--- config.mk ---
export PLATFORM = sky130hd
export DESIGN_NAME = rx_pilot_extractor_wifi_flat
export DESIGN_NICKNAME = d
export VERILOG_FILES = /design/src/rtl/rx_pilot_extractor_wifi_if.sv /design/src/rtl/rx_pilot_extractor_wifi.sv /design/src/flat_wrapper.sv
export SDC_FILE = /design/constraint.sdc
export NUM_CORES = 1
export LEC_CHECK = 0
export ABC_AREA = 1
export CAP_MARGIN = 20
export CORE_MARGIN = 4
export CORE_UTILIZATION = 55
export CTS_CLUSTER_DIAMETER = 40
export CTS_CLUSTER_SIZE = 40
export DETAILED_ROUTE_END_ITERATION = 7
export GPL_TIMING_DRIVEN = 0
export PLACE_DENSITY = 0.8
export SLEW_MARGIN = 40
export SYNTH_ARGS = -nofsm -noshare
export SYNTH_HDL_FRONTEND = slang
export SYNTH_SLANG_ARGS = --single-unit
--- constraint.sdc ---
create_clock -name clk -period 3.5 [get_ports clk]
set_input_delay 1.05 -clock clk [delete_from_list [all_inputs] [get_ports clk]]
set_output_delay 1.05 -clock clk [all_outputs]
set_load 0.02 [all_outputs]
--- src/rtl/rx_pilot_extractor_wifi_if.sv ---
// -----------------------------------------------------------------------------
// rx_pilot_extractor_wifi_if
// Stream bundle between the FFT output and the equaliser/demapper side of the
// WIFI receive pilot extractor.
//
// Signals
//   frame_start          packet start pulse (reseeds pilot polarity)
//   in_valid / in_first  input subcarrier strobe / first-subcarrier marker
//   in_i / in_q          received subcarrier, signed W bits
//   out_valid / out_last data subcarrier strobe / 48th data subcarrier
//   out_i / out_q        forwarded data subcarrier, signed W bits
//   pilot_valid          pilot sums ready pulse
//   pilot_sum_i/_q       polarity-corrected pilot sums, signed W+3 bits
//   sym_index            symbol number (mod 127) of the sums
//   sym_err              pulse: symbol aborted by an early in_first
//
// Modports
//   master  sample source / result sink (drives the inputs)
//   slave   the extractor itself
// -----------------------------------------------------------------------------
interface rx_pilot_extractor_wifi_if #(
    parameter int W = 12
) ();

    logic                frame_start;
    logic                in_valid;
    logic                in_first;
    logic signed [W-1:0] in_i;
    logic signed [W-1:0] in_q;

    logic                out_valid;
    logic signed [W-1:0] out_i;
    logic signed [W-1:0] out_q;
    logic                out_last;

    logic                pilot_valid;
    logic signed [W+2:0] pilot_sum_i;
    logic signed [W+2:0] pilot_sum_q;
    logic [6:0]          sym_index;
    logic                sym_err;

    modport master (
        output frame_start, in_valid, in_first, in_i, in_q,
        input  out_valid, out_i, out_q, out_last,
        input  pilot_valid, pilot_sum_i, pilot_sum_q, sym_index, sym_err
    );

    modport slave (
        input  frame_start, in_valid, in_first, in_i, in_q,
        output out_valid, out_i, out_q, out_last,
        output pilot_valid, pilot_sum_i, pilot_sum_q, sym_index, sym_err
    );

endinterface

--- src/rtl/rx_pilot_extractor_wifi.sv ---
// -----------------------------------------------------------------------------
// rx_pilot_extractor_wifi
// Receive-side pilot handling for the WIFI PHY, placed after the FFT and before
// the equaliser/demapper. Each OFDM symbol carries 52 used subcarriers
// (idx 0..51 = k -26..-1, +1..+26). The 48 data subcarriers are forwarded
// unchanged with one cycle of latency; the 4 pilots (idx 5,19,32,46) are
// stripped, multiplied by the expected polarity p_n * base and summed for
// common-phase-error tracking. p_n comes from the 127-period scrambler LFSR
// regenerated locally.
//
// Ports
//   clk    clock
//   reset  asynchronous, active-low reset
//   bus    rx_pilot_extractor_wifi_if.slave (sample stream in, data and
//          pilot results out)
// -----------------------------------------------------------------------------
module rx_pilot_extractor_wifi #(
    parameter int W = 12
) (
    input  logic                    clk,
    input  logic                    reset,
    rx_pilot_extractor_wifi_if.slave bus
);

    localparam int         ACC_W     = W + 3;
    localparam logic [6:0] LFSR_SEED = 7'h7F;
    localparam logic [5:0] LAST_IDX  = 6'd51;
    localparam logic [5:0] NEG_PILOT = 6'd46;   // pilot with base pattern -1
    localparam logic [6:0] LAST_SYM  = 7'd126;

    // Pilot positions within the 52 used subcarriers.
    function automatic logic is_pilot(input logic [5:0] idx);
        return (idx == 6'd5) || (idx == 6'd19) || (idx == 6'd32) || (idx == 6'd46);
    endfunction

    // Sign-extend to the accumulator width before negating so that the most
    // negative sample negates exactly and never saturates.
    function automatic logic signed [ACC_W-1:0] signed_term(
        input logic signed [W-1:0] smp,
        input logic                neg
    );
        logic signed [ACC_W-1:0] ext;
        ext = {{3{smp[W-1]}}, smp};
        return neg ? -ext : ext;
    endfunction

    // Symbol tracking state
    logic [5:0]              idx;
    logic [6:0]              lfsr;
    logic [6:0]              sym_cnt;
    logic signed [ACC_W-1:0] acc_i;
    logic signed [ACC_W-1:0] acc_q;

    // Output stage registers
    logic                    vld_p1;
    logic signed [W-1:0]     data_i_p1;
    logic signed [W-1:0]     data_q_p1;
    logic                    last_p1;
    logic                    pvld_p1;
    logic signed [ACC_W-1:0] psum_i_p1;
    logic signed [ACC_W-1:0] psum_q_p1;
    logic [6:0]              sym_idx_p1;
    logic                    err_p1;

    // Effective state after frame_start / in_first overrides for this cycle
    logic                    restart;
    logic                    abort;
    logic                    acc_clr;
    logic [5:0]              idx_eff;
    logic [6:0]              lfsr_eff;
    logic [6:0]              cnt_eff;
    logic signed [ACC_W-1:0] acc_i_eff;
    logic signed [ACC_W-1:0] acc_q_eff;
    logic                    pol_neg;
    logic                    pilot_neg;
    logic                    pilot_hit;
    logic                    data_hit;
    logic                    sym_end;
    logic signed [ACC_W-1:0] acc_i_nxt;
    logic signed [ACC_W-1:0] acc_q_nxt;
    logic [6:0]              cnt_nxt;

    // frame_start takes priority: a sample arriving with it is already idx 0 of
    // symbol 0 with a reseeded LFSR. An early in_first restarts the symbol
    // position only; LFSR and symbol count stay put so the retried symbol
    // reuses the same polarity.
    always_comb begin
        restart   = bus.frame_start | (bus.in_valid & bus.in_first);
        abort     = bus.in_valid & bus.in_first & ~bus.frame_start & (idx != 6'd0);
        acc_clr   = bus.frame_start | abort;
        idx_eff   = restart ? 6'd0 : idx;
        lfsr_eff  = bus.frame_start ? LFSR_SEED : lfsr;
        cnt_eff   = bus.frame_start ? 7'd0 : sym_cnt;
        acc_i_eff = acc_clr ? '0 : acc_i;
        acc_q_eff = acc_clr ? '0 : acc_q;

        pol_neg   = lfsr_eff[6] ^ lfsr_eff[3];
        pilot_neg = pol_neg ^ (idx_eff == NEG_PILOT);

        pilot_hit = bus.in_valid & is_pilot(idx_eff);
        data_hit  = bus.in_valid & ~is_pilot(idx_eff);
        sym_end   = bus.in_valid & (idx_eff == LAST_IDX);

        acc_i_nxt = acc_i_eff;
        acc_q_nxt = acc_q_eff;
        if (pilot_hit) begin
            acc_i_nxt = acc_i_eff + signed_term(bus.in_i, pilot_neg);
            acc_q_nxt = acc_q_eff + signed_term(bus.in_q, pilot_neg);
        end

        cnt_nxt = (cnt_eff == LAST_SYM) ? 7'd0 : cnt_eff + 7'd1;
    end

    // Symbol state update
    always_ff @(posedge clk or negedge reset) begin
        if (!reset) begin
            idx     <= 6'd0;
            lfsr    <= LFSR_SEED;
            sym_cnt <= 7'd0;
            acc_i   <= '0;
            acc_q   <= '0;
        end else begin
            idx     <= idx_eff;
            lfsr    <= lfsr_eff;
            sym_cnt <= cnt_eff;
            acc_i   <= acc_i_eff;
            acc_q   <= acc_q_eff;
            if (sym_end) begin
                idx     <= 6'd0;
                lfsr    <= {lfsr_eff[5:0], pol_neg};
                sym_cnt <= cnt_nxt;
                acc_i   <= '0;
                acc_q   <= '0;
            end else if (bus.in_valid) begin
                idx   <= idx_eff + 6'd1;
                acc_i <= acc_i_nxt;
                acc_q <= acc_q_nxt;
            end
        end
    end

    // ---- stage p1: registered outputs ----
    always_ff @(posedge clk or negedge reset) begin
        if (!reset) begin
            vld_p1     <= 1'b0;
            data_i_p1  <= '0;
            data_q_p1  <= '0;
            last_p1    <= 1'b0;
            pvld_p1    <= 1'b0;
            psum_i_p1  <= '0;
            psum_q_p1  <= '0;
            sym_idx_p1 <= 7'd0;
            err_p1     <= 1'b0;
        end else begin
            vld_p1  <= data_hit;
            last_p1 <= sym_end;
            pvld_p1 <= sym_end;
            err_p1  <= abort;
            if (data_hit) begin
                data_i_p1 <= bus.in_i;
                data_q_p1 <= bus.in_q;
            end
            // Sums and index hold between symbol ends.
            if (sym_end) begin
                psum_i_p1  <= acc_i_nxt;
                psum_q_p1  <= acc_q_nxt;
                sym_idx_p1 <= cnt_eff;
            end
        end
    end

    assign bus.out_valid   = vld_p1;
    assign bus.out_i       = data_i_p1;
    assign bus.out_q       = data_q_p1;
    assign bus.out_last    = last_p1;
    assign bus.pilot_valid = pvld_p1;
    assign bus.pilot_sum_i = psum_i_p1;
    assign bus.pilot_sum_q = psum_q_p1;
    assign bus.sym_index   = sym_idx_p1;
    assign bus.sym_err     = err_p1;

endmodule

--- src/flat_wrapper.sv ---
// flat-port wrapper written by rule: the top's interface ports become plain ports
module rx_pilot_extractor_wifi_flat 
#(
    parameter int W = 12
)
  (clk, reset, bus_frame_start, bus_in_valid, bus_in_first, bus_in_i, bus_in_q, bus_out_valid, bus_out_i, bus_out_q, bus_out_last, bus_pilot_valid, bus_pilot_sum_i, bus_pilot_sum_q, bus_sym_index, bus_sym_err);
  rx_pilot_extractor_wifi_if #(.W(W)) bus_i ();
  input  logic clk;
  input  logic reset;
  input wire logic [$bits(bus_i.frame_start)-1:0] bus_frame_start;
  input wire logic [$bits(bus_i.in_valid)-1:0] bus_in_valid;
  input wire logic [$bits(bus_i.in_first)-1:0] bus_in_first;
  input wire logic [$bits(bus_i.in_i)-1:0] bus_in_i;
  input wire logic [$bits(bus_i.in_q)-1:0] bus_in_q;
  output wire logic [$bits(bus_i.out_valid)-1:0] bus_out_valid;
  output wire logic [$bits(bus_i.out_i)-1:0] bus_out_i;
  output wire logic [$bits(bus_i.out_q)-1:0] bus_out_q;
  output wire logic [$bits(bus_i.out_last)-1:0] bus_out_last;
  output wire logic [$bits(bus_i.pilot_valid)-1:0] bus_pilot_valid;
  output wire logic [$bits(bus_i.pilot_sum_i)-1:0] bus_pilot_sum_i;
  output wire logic [$bits(bus_i.pilot_sum_q)-1:0] bus_pilot_sum_q;
  output wire logic [$bits(bus_i.sym_index)-1:0] bus_sym_index;
  output wire logic [$bits(bus_i.sym_err)-1:0] bus_sym_err;
  assign bus_i.frame_start = bus_frame_start;
  assign bus_i.in_valid = bus_in_valid;
  assign bus_i.in_first = bus_in_first;
  assign bus_i.in_i = bus_in_i;
  assign bus_i.in_q = bus_in_q;
  assign bus_out_valid = bus_i.out_valid;
  assign bus_out_i = bus_i.out_i;
  assign bus_out_q = bus_i.out_q;
  assign bus_out_last = bus_i.out_last;
  assign bus_pilot_valid = bus_i.pilot_valid;
  assign bus_pilot_sum_i = bus_i.pilot_sum_i;
  assign bus_pilot_sum_q = bus_i.pilot_sum_q;
  assign bus_sym_index = bus_i.sym_index;
  assign bus_sym_err = bus_i.sym_err;
  rx_pilot_extractor_wifi #(.W(W)) u_core (.clk(clk), .reset(reset), .bus(bus_i));
endmodule
==> results of run 1 <==
==> registers in the layout (all words and copies together), names as in the netlist <==
register and flops:
u_core.acc_i 15, u_core.bus.out_i 12, u_core.bus.pilot_sum_q 15, u_core.bus.out_q 12, u_core.bus.pilot_sum_i 15, u_core.acc_q 15, u_core.bus.out_valid 1, u_core.lfsr 7
u_core.sym_cnt 7, u_core.bus.out_last 1, u_core.bus.sym_err 1, u_core.bus.sym_index 7, u_core.idx 6
==> metrics by stage <==
| stage | instances | setup slack (ns) | total power (W) | instance area [sq um] |
|---|---|---|---|---|
| after global routing | 1298 | -0.380 | 0.00379 | 10400 |
| after detailed placement | 1227 | -1.52 | 0.00178 | 8720 |
| after CTS | 1282 | -0.0733 | 0.00364 | 9850 |
| final | 1298 | -0.269 | 0.00369 | 10400 |
| after global placement | 1226 | -3.02 | 0.00177 | 8690 |
| after floorplan | 961 | -0.135 | 0.00160 | 7540 |
==> final cells by class <==
cell class              count  area, sq um  share of cell area
plain buffers              30          224              0.0216
repair buffers            133         1330               0.128
multi-input cells         674         4570               0.440
well taps                 172          215              0.0207
clock inverters            13          174              0.0167
inverters                 143          554              0.0534
clock buffers              19          453              0.0436
flip-flops and latches    114         2860               0.276
==> cells in the mapped netlist (all sizes together), types with 2 or more instances <==
cell,instances,share of area
a211oi,2,0.0021
a21o,4,0.0041
a21oi,52,0.036
a31oi,4,0.0035
and2,3,0.0026
buf,19,0.022
clkbuf,11,0.0057
dfrtp,107,0.37
dfstp,7,0.025
fa,2,0.0055
ha,36,0.062
inv,143,0.075
mux2,9,0.018
nand2,228,0.12
nand3,52,0.039
nand3b,2,0.0021
nand4,10,0.0086
nor2,133,0.077
nor3,8,0.0055
o21a,3,0.0031
o21ai,79,0.055
o21bai,2,0.0021
or2,2,0.0017
xnor2,11,0.013
xor2,28,0.034
==> power by group through the flow <==
stage	sequential (W)	clock [W]	combinational (W)
detailed placement	0.00139	0	0.000389
CTS	0.00137	0.00185	0.000424
global route	0.00137	0.00191	0.000505
floorplan	0.00142	0	0.000181
finish	0.00137	0.00185	0.000471
global placement	0.00139	0	0.000379
==> cells by family (layout without fill, tap and decap cells) <==
| logic type | after synthesis | count (layout) | synth area share |
|---|---|---|---|
| xor gates and xnor gates | 39 | 39 | 0.0472 |
| AOI/OAI and AO/OA | 150 | 150 | 0.110 |
| and+or+nand+nor | 438 | 438 | 0.259 |
| adders and majority gates | 38 | 38 | 0.0678 |
| muxes | 9 | 9 | 0.0182 |
| DFF | 114 | 114 | 0.395 |
| buffers and inverters | 173 | 338 | 0.102 |
==> worst max-delay path by stage <==
stage                 start                         end  depth (start not counted)
2_1_floorplan  bus_in_valid  u_core.bus.pilot_sum_q[12]                         27
3_3_place_gp          reset   u_core.bus.pilot_sum_q[6]                          1
3_5_place_dp   bus_in_valid  u_core.bus.pilot_sum_q[12]                         27
4_1_cts        bus_in_first  u_core.bus.pilot_sum_q[14]                         28
5_1_grt        bus_in_first            u_core.acc_q[12]                         27
6_report       bus_in_first  u_core.bus.pilot_sum_q[14]                         28
==> per-layer routing <==
| metal | vias up | GRT usage | routed length, um |
|---|---|---|---|
| met3 | 99 | 0.0608 | 1910 |
| met2 | 424 | 0.460 | 10700 |
| met4 | 0 | 0.0854 | 871 |
| li1 | 3355 | - | - |
| met1 | 3360 | 0.359 | 8820 |
| met5 | - | 0 | 0 |
==> timing repair <==
| action | CTS | global route |
|---|---|---|
| gates resized for setup | 103 | 106 |
| pin swaps | 49 | 67 |
| buffers inserted | 22 | 15 |
| hold buffers | 0 | 0 |
| setup endpoints to repair | 55 | 46 |
| cloned | 1 | 1 |
==> worst min-delay path: stages, from the launching register on <==
cell and delay, ns:
dfrtp_1 0.34, nand2_1 0.05, nand2_1 0.05
==> qor.yml, run 1 <==
detailed_routing:
  postRouteAntennaNets: 0
  dr.first_iter.drc_count: 767
  viasPerCell: 5.58
  vias: 7238
  drcViolationCount: 0
  drt_wl_total_um: 22300
  wl_per_cell_um: 17.2
  dr.pass1.iters: 6
timing:
  rsz0062_at_grt: "true"
  post-route-period-util: 1.08
  maxSlewViolCount: 0
  hold_ws_ns: 0.474
  maxSlewHeadroom: 0.472
  fin_tns_setup_ns: -5.13
  finalSetupViolCount: 40
  worst_slack_ns: -0.269
  clock_skew_ns: 0.0116
  max_freq_mhz: 265
  min_period_ns: 3.77
  final_hold_viol_count: 0
  tightest_slew_ns: 0.793
critical_path:
  max_stage_delay_ns: 0.31
  crit_path_end_kind: "register"
  critPathLaunchType: "input port"
  critPathBufInv: 6
  crit_arrival_ns: 4.14
  crit_fanout: 7
  cpMostUsedCell: "nand2_2"
  rr_worst_depth: 25
  crit_path_top_delay_cell: "ha_4"
  reg2reg_setup_slack_ns: 0.17
  reg2reg_to: "u_core.bus.pilot_sum_q[14]"
  r2r-start: "u_core.idx[1]"
  cp.required_ns: 3.87
  critical-path-top-delay-family: "simple AND/OR/NAND/NOR gates"
  crit_type: "input port to register"
grt:
  grt_pass1_vias: 6728
  overflow: 0
  groute.usage.overall: 0.276
  grt_max_degree: 70
  antenna_found_initial: 0
  grt_pass1_wl_um: 32300
status:
  failed_checks: "negative setup slack"
  status: "finished, violations left"
placed_design:
  io_buffers: 93
  hpwl_um: 13900
  gp_congestion: 0.953
yosys:
  synth_flop_cell: "dfrtp_1"
  avgSynthCellArea_sq_um: 7.53
  syn-num-nets: 1028
  ys_async_sr_fraction: 1.00
  ys_seq_elements: 114
  synthDistinctLibCells: 44
  synth-edff-count: 0
  yosysSeqAreaShare: 0.395
  syn_inst: 961
  yosys_warnings: 0
  netlist_area_sq_um: 7240
pwr:
  vdd_ir_drop_max_mv: 0.426
  p_seq_frac: 0.371
  power_frac_comb: 0.128
  p_clk_frac: 0.501
  p_int_w: 0.00272
  p_per_area_nw_per_um2: 355
  power.switching_w: 0.000967
  p_leak_nw: 4.94
  p_sw_frac: 0.262
clock_tree:
  cts_max_path_buffers: 2
  htree_levels: 4
  clkSlewWorstSetupHoldPaths_ns: 0.06
  cts_buffers: 17
  clockRootBuffer: "clkbuf_16"
  cts.sinks: 114
  clkLatencyLatePin_ns: 0.43
  tritoncts: "done"
layout:
  drive_gt1_frac: 0.263
  final_cell_mix: "nand2_1 (178), inv_1 (126), nor2_1 (109)"
  utilization: 0.813
  syn_to_final_growth_pct: 43.5
  layout_commonest_cell: "nand2_1"
  antenna_cells: 0
  finalNetCount: 1180
  fillCellCount: 760
die:
  die_w_um: 123
  initial_core_util: 0.567
  num_rows: 41
  core_sq_um: 12800
  ios: 94
  chipHeight_um: 123
  die_area_sq_um: 15100
hold_path:
  hold_path.class: "register to register"
  min_from: "u_core.bus.pilot_sum_i[10]"
  min_path_cells: 2
  whs_endpoint: "u_core.bus.pilot_sum_i[10]"
job:
  drv_cap: 0
Note: power is estimated with default switching activity, not from simulation.
==> inputs of run 2 (changes only) <==
TNS_END_PERCENT = 1   (was not set)
==> run 2 against run 1 <==
  * The run still ends with negative setup slack left
  * Combinational power fell by 4%
  * Final cell count did not move
  * Register-to-register slack improved by 0.07 ns
  * Clock power decreased by 10%
  * Count of clock-buffer cells in the layout up 4
  * Critical path type unchanged
  * Critical path depth is 9 lower
  * Non-clock buffer count is the same
  * Clock skew increased by 0.00068 ns
  * Largest power group unchanged
  * Sequential share of layout area rose by 0.71 points
  * Global-route usage is 0.99 points higher
  * Setup slack improved by 0.054 ns
  * Total power fell by 5.6%
==> qor.yml, run 2 (synthesis results as in run 1) <==
clock_tree:
  htree_levels: 4  # unchanged
  cts_buffers: 17  # unchanged
  cts_max_path_buffers: 2  # unchanged
  clkLatencyLatePin_ns: 0.43  # about the same
  cts.sinks: 114  # unchanged
  clkSlewWorstSetupHoldPaths_ns: 0.05  # about the same
  postCtsHoldBufs: 0  # unchanged
  clockRootBuffer: "clkbuf_16"
  tritoncts: "done"
pwr:
  power_w: 0.00348  # -5.6%
  p_per_area_nw_per_um2: 344  # -3.2%
  p_leak_nw: 4.86  # -1.8%
  vdd_ir_drop_max_mv: 0.355  # -17%
critical_path:
  critPathBufInv: 4  # -2
  critical-path-top-delay-family: "simple AND/OR/NAND/NOR gates"
  crit_path_top_delay_cell: "clkdlybuf4s50_1"
  crit_path_end_kind: "register"
  reg2reg_to: "u_core.bus.pilot_sum_q[14]"
  crit_end: "u_core.bus.pilot_sum_q[14]"
  rr_worst_depth: 24  # -4.0%
  crit_start: "bus_in_q[3]"
  cpMostUsedCell: "nand2_2"
  crit_type: "input port to register"
  r2r-start: "u_core.idx[1]"
  path_cells: "clkdlybuf4s50_1 > nor2_2 > nand4_1 > buf_4 > nand2_2 > o21ai_1 > xor2_1 > inv_1 > ha_4 > a21oi_1 > nand2_1 > a21oi_2 > nand2_2 > inv_1 > nand3_2 > nand4_1 > nand2_2 > nand2_2 > nand2_1"
  crit_arrival_ns: 4.03  # -0.11 ns
  critPathLaunchType: "input port"
  cp.depth: 19  # -32%
  max_stage_delay_ns: 0.56  # +0.25 ns
  crit_fanout: 5  # -2
  cp.required_ns: 3.81  # -0.06 ns
  reg2reg_setup_slack_ns: 0.24  # +0.07 ns
die:
  die_area_sq_um: 15100  # unchanged
  chipHeight_um: 123  # unchanged
  initial_core_util: 0.567  # unchanged
  ios: 94  # unchanged
  core_sq_um: 12800  # unchanged
  num_rows: 41  # unchanged
  die_w_um: 123  # unchanged
grt:
  groute.usage.overall: 0.286  # +0.00986
  grt_pass1_vias: 6806  # +1.2%
  antenna_found_initial: 0  # unchanged
  overflow: 0  # unchanged
  grt_pass1_wl_um: 33200  # +2.9%
  grt_max_degree: 67  # -4.3%
detailed_routing:
  dr.pass1.iters: 6  # unchanged
  viasPerCell: 5.38  # -3.6%
  vias: 6977  # -3.6%
  postRouteAntennaNets: 0  # unchanged
  dr.first_iter.drc_count: 552  # -28%
  drt_wl_total_um: 21600  # -3.2%
  drcViolationCount: 0  # unchanged
  wl_per_cell_um: 16.6  # -3.2%
placed_design:
  io_buffers: 93  # unchanged
  gp_congestion: 0.956  # +0.24%
  place_ws_ns: -1.61  # -0.0896 ns
  hpwl_um: 14300  # +2.9%
timing:
  worst_slack_ns: -0.215  # +0.0535 ns
  final_hold_viol_count: 0  # unchanged
  clock_skew_ns: 0.0122  # +0.000680 ns
  post-route-period-util: 1.06  # -0.0153
  maxSlewViolCount: 0  # unchanged
  maxSlewHeadroom: 0.518  # +0.0469
  finalSetupViolCount: 28  # -30%
  max_freq_mhz: 269  # +1.4%
  rsz0062_at_grt: "true"
  tightest_slew_ns: 0.722  # -0.0704 ns
  min_period_ns: 3.72  # -0.0535 ns
layout:
  drive_gt1_frac: 0.235  # -0.0275
  antenna_cells: 0  # unchanged
  syn_to_final_growth_pct: 39.9
  final_cell_mix: "nand2_1 (191), inv_1 (123), nor2_1 (110)"
  layout_commonest_cell: "nand2_1"
  finalNetCount: 1180  # unchanged
status:
  status: "finished, violations left"
  failed_checks: "negative setup slack"
hold_path:
  hold_path.class: "register to register"
job:
  drv_cap: 0  # unchanged
[run 2: final cells by class]
type,count,area (sq um)
clock buffers,23,478
well taps,172,215
clock inverters,9,81.3
repair buffers,134,1310
fillers,827,2650
inverters,143,552
multi-input cells,674,4410
flip-flops and latches,114,2860
plain buffers,29,213
[run 2: worst reg2reg max path, delay by kind of cell (launching register included)]
kind / cells / cell delay (ns)
AO/OA/AOI/OAI: 3 / 0.38
XOR/XNOR: 1 / 0.21
adder cells (fa/ha/maj): 2 / 0.40
buffers and inverters: 4 / 0.43
flip-flops: 1 / 0.36
AND/OR/NAND/NOR: 14 / 1.36
[run 2: power breakdown]
part / switching, W / internal [W]
sequential: 0.0000196 / 0.00135
clock: 0.000630 / 0.00103
combinational: 0.000258 / 0.000197
[run 2: worst min-delay path by stage]
stage	start	slack (ns)	endpoint	cells after the start
3_3_place_gp	u_core.bus.sym_index[5]	0.46	u_core.bus.sym_index[5]	2
5_1_grt	u_core.bus.sym_index[5]	0.49	u_core.bus.sym_index[5]	2
6_report	u_core.bus.pilot_sum_i[2]	0.48	u_core.bus.pilot_sum_i[2]	2
4_1_cts	u_core.bus.pilot_sum_i[14]	0.48	u_core.bus.pilot_sum_i[14]	2
3_5_place_dp	u_core.bus.pilot_sum_i[14]	0.47	u_core.bus.pilot_sum_i[14]	2
2_1_floorplan	u_core.lfsr[4]	0.50	u_core.lfsr[5]	2
[run 2: timing repair]
action | 4_1_cts | 5_1_grt
pin swaps | 45 | 47
gates resized for setup | 97 | 82
setup buffers | 22 | 17
endpoints found under the hold margin | 0 | 0
endpoints found under the setup margin | 55 | 44
cloned | 1 | 0
[run 2: metrics by stage]
step           TNS, ns  area, sq um   util  cells  hold slack (ns)
4_1_cts         -0.549         9720  0.761   1282            0.484
3_3_place_gp   -412.46         8590  0.672   1226            0.464
2_1_floorplan    -2.41         7440      -    961            0.499
3_5_place_dp    -84.86         8620  0.675   1227            0.470
6_report         -2.11        10100  0.793   1298            0.480
5_1_grt          -8.13        10100  0.793   1298            0.491
[run 2: routing by layer]
layer  global-route usage  routed length (um)
met3               0.0631                1200
met1                0.361                9210
met2                0.483               10500
met5                    0                   0
met4               0.0994                 660
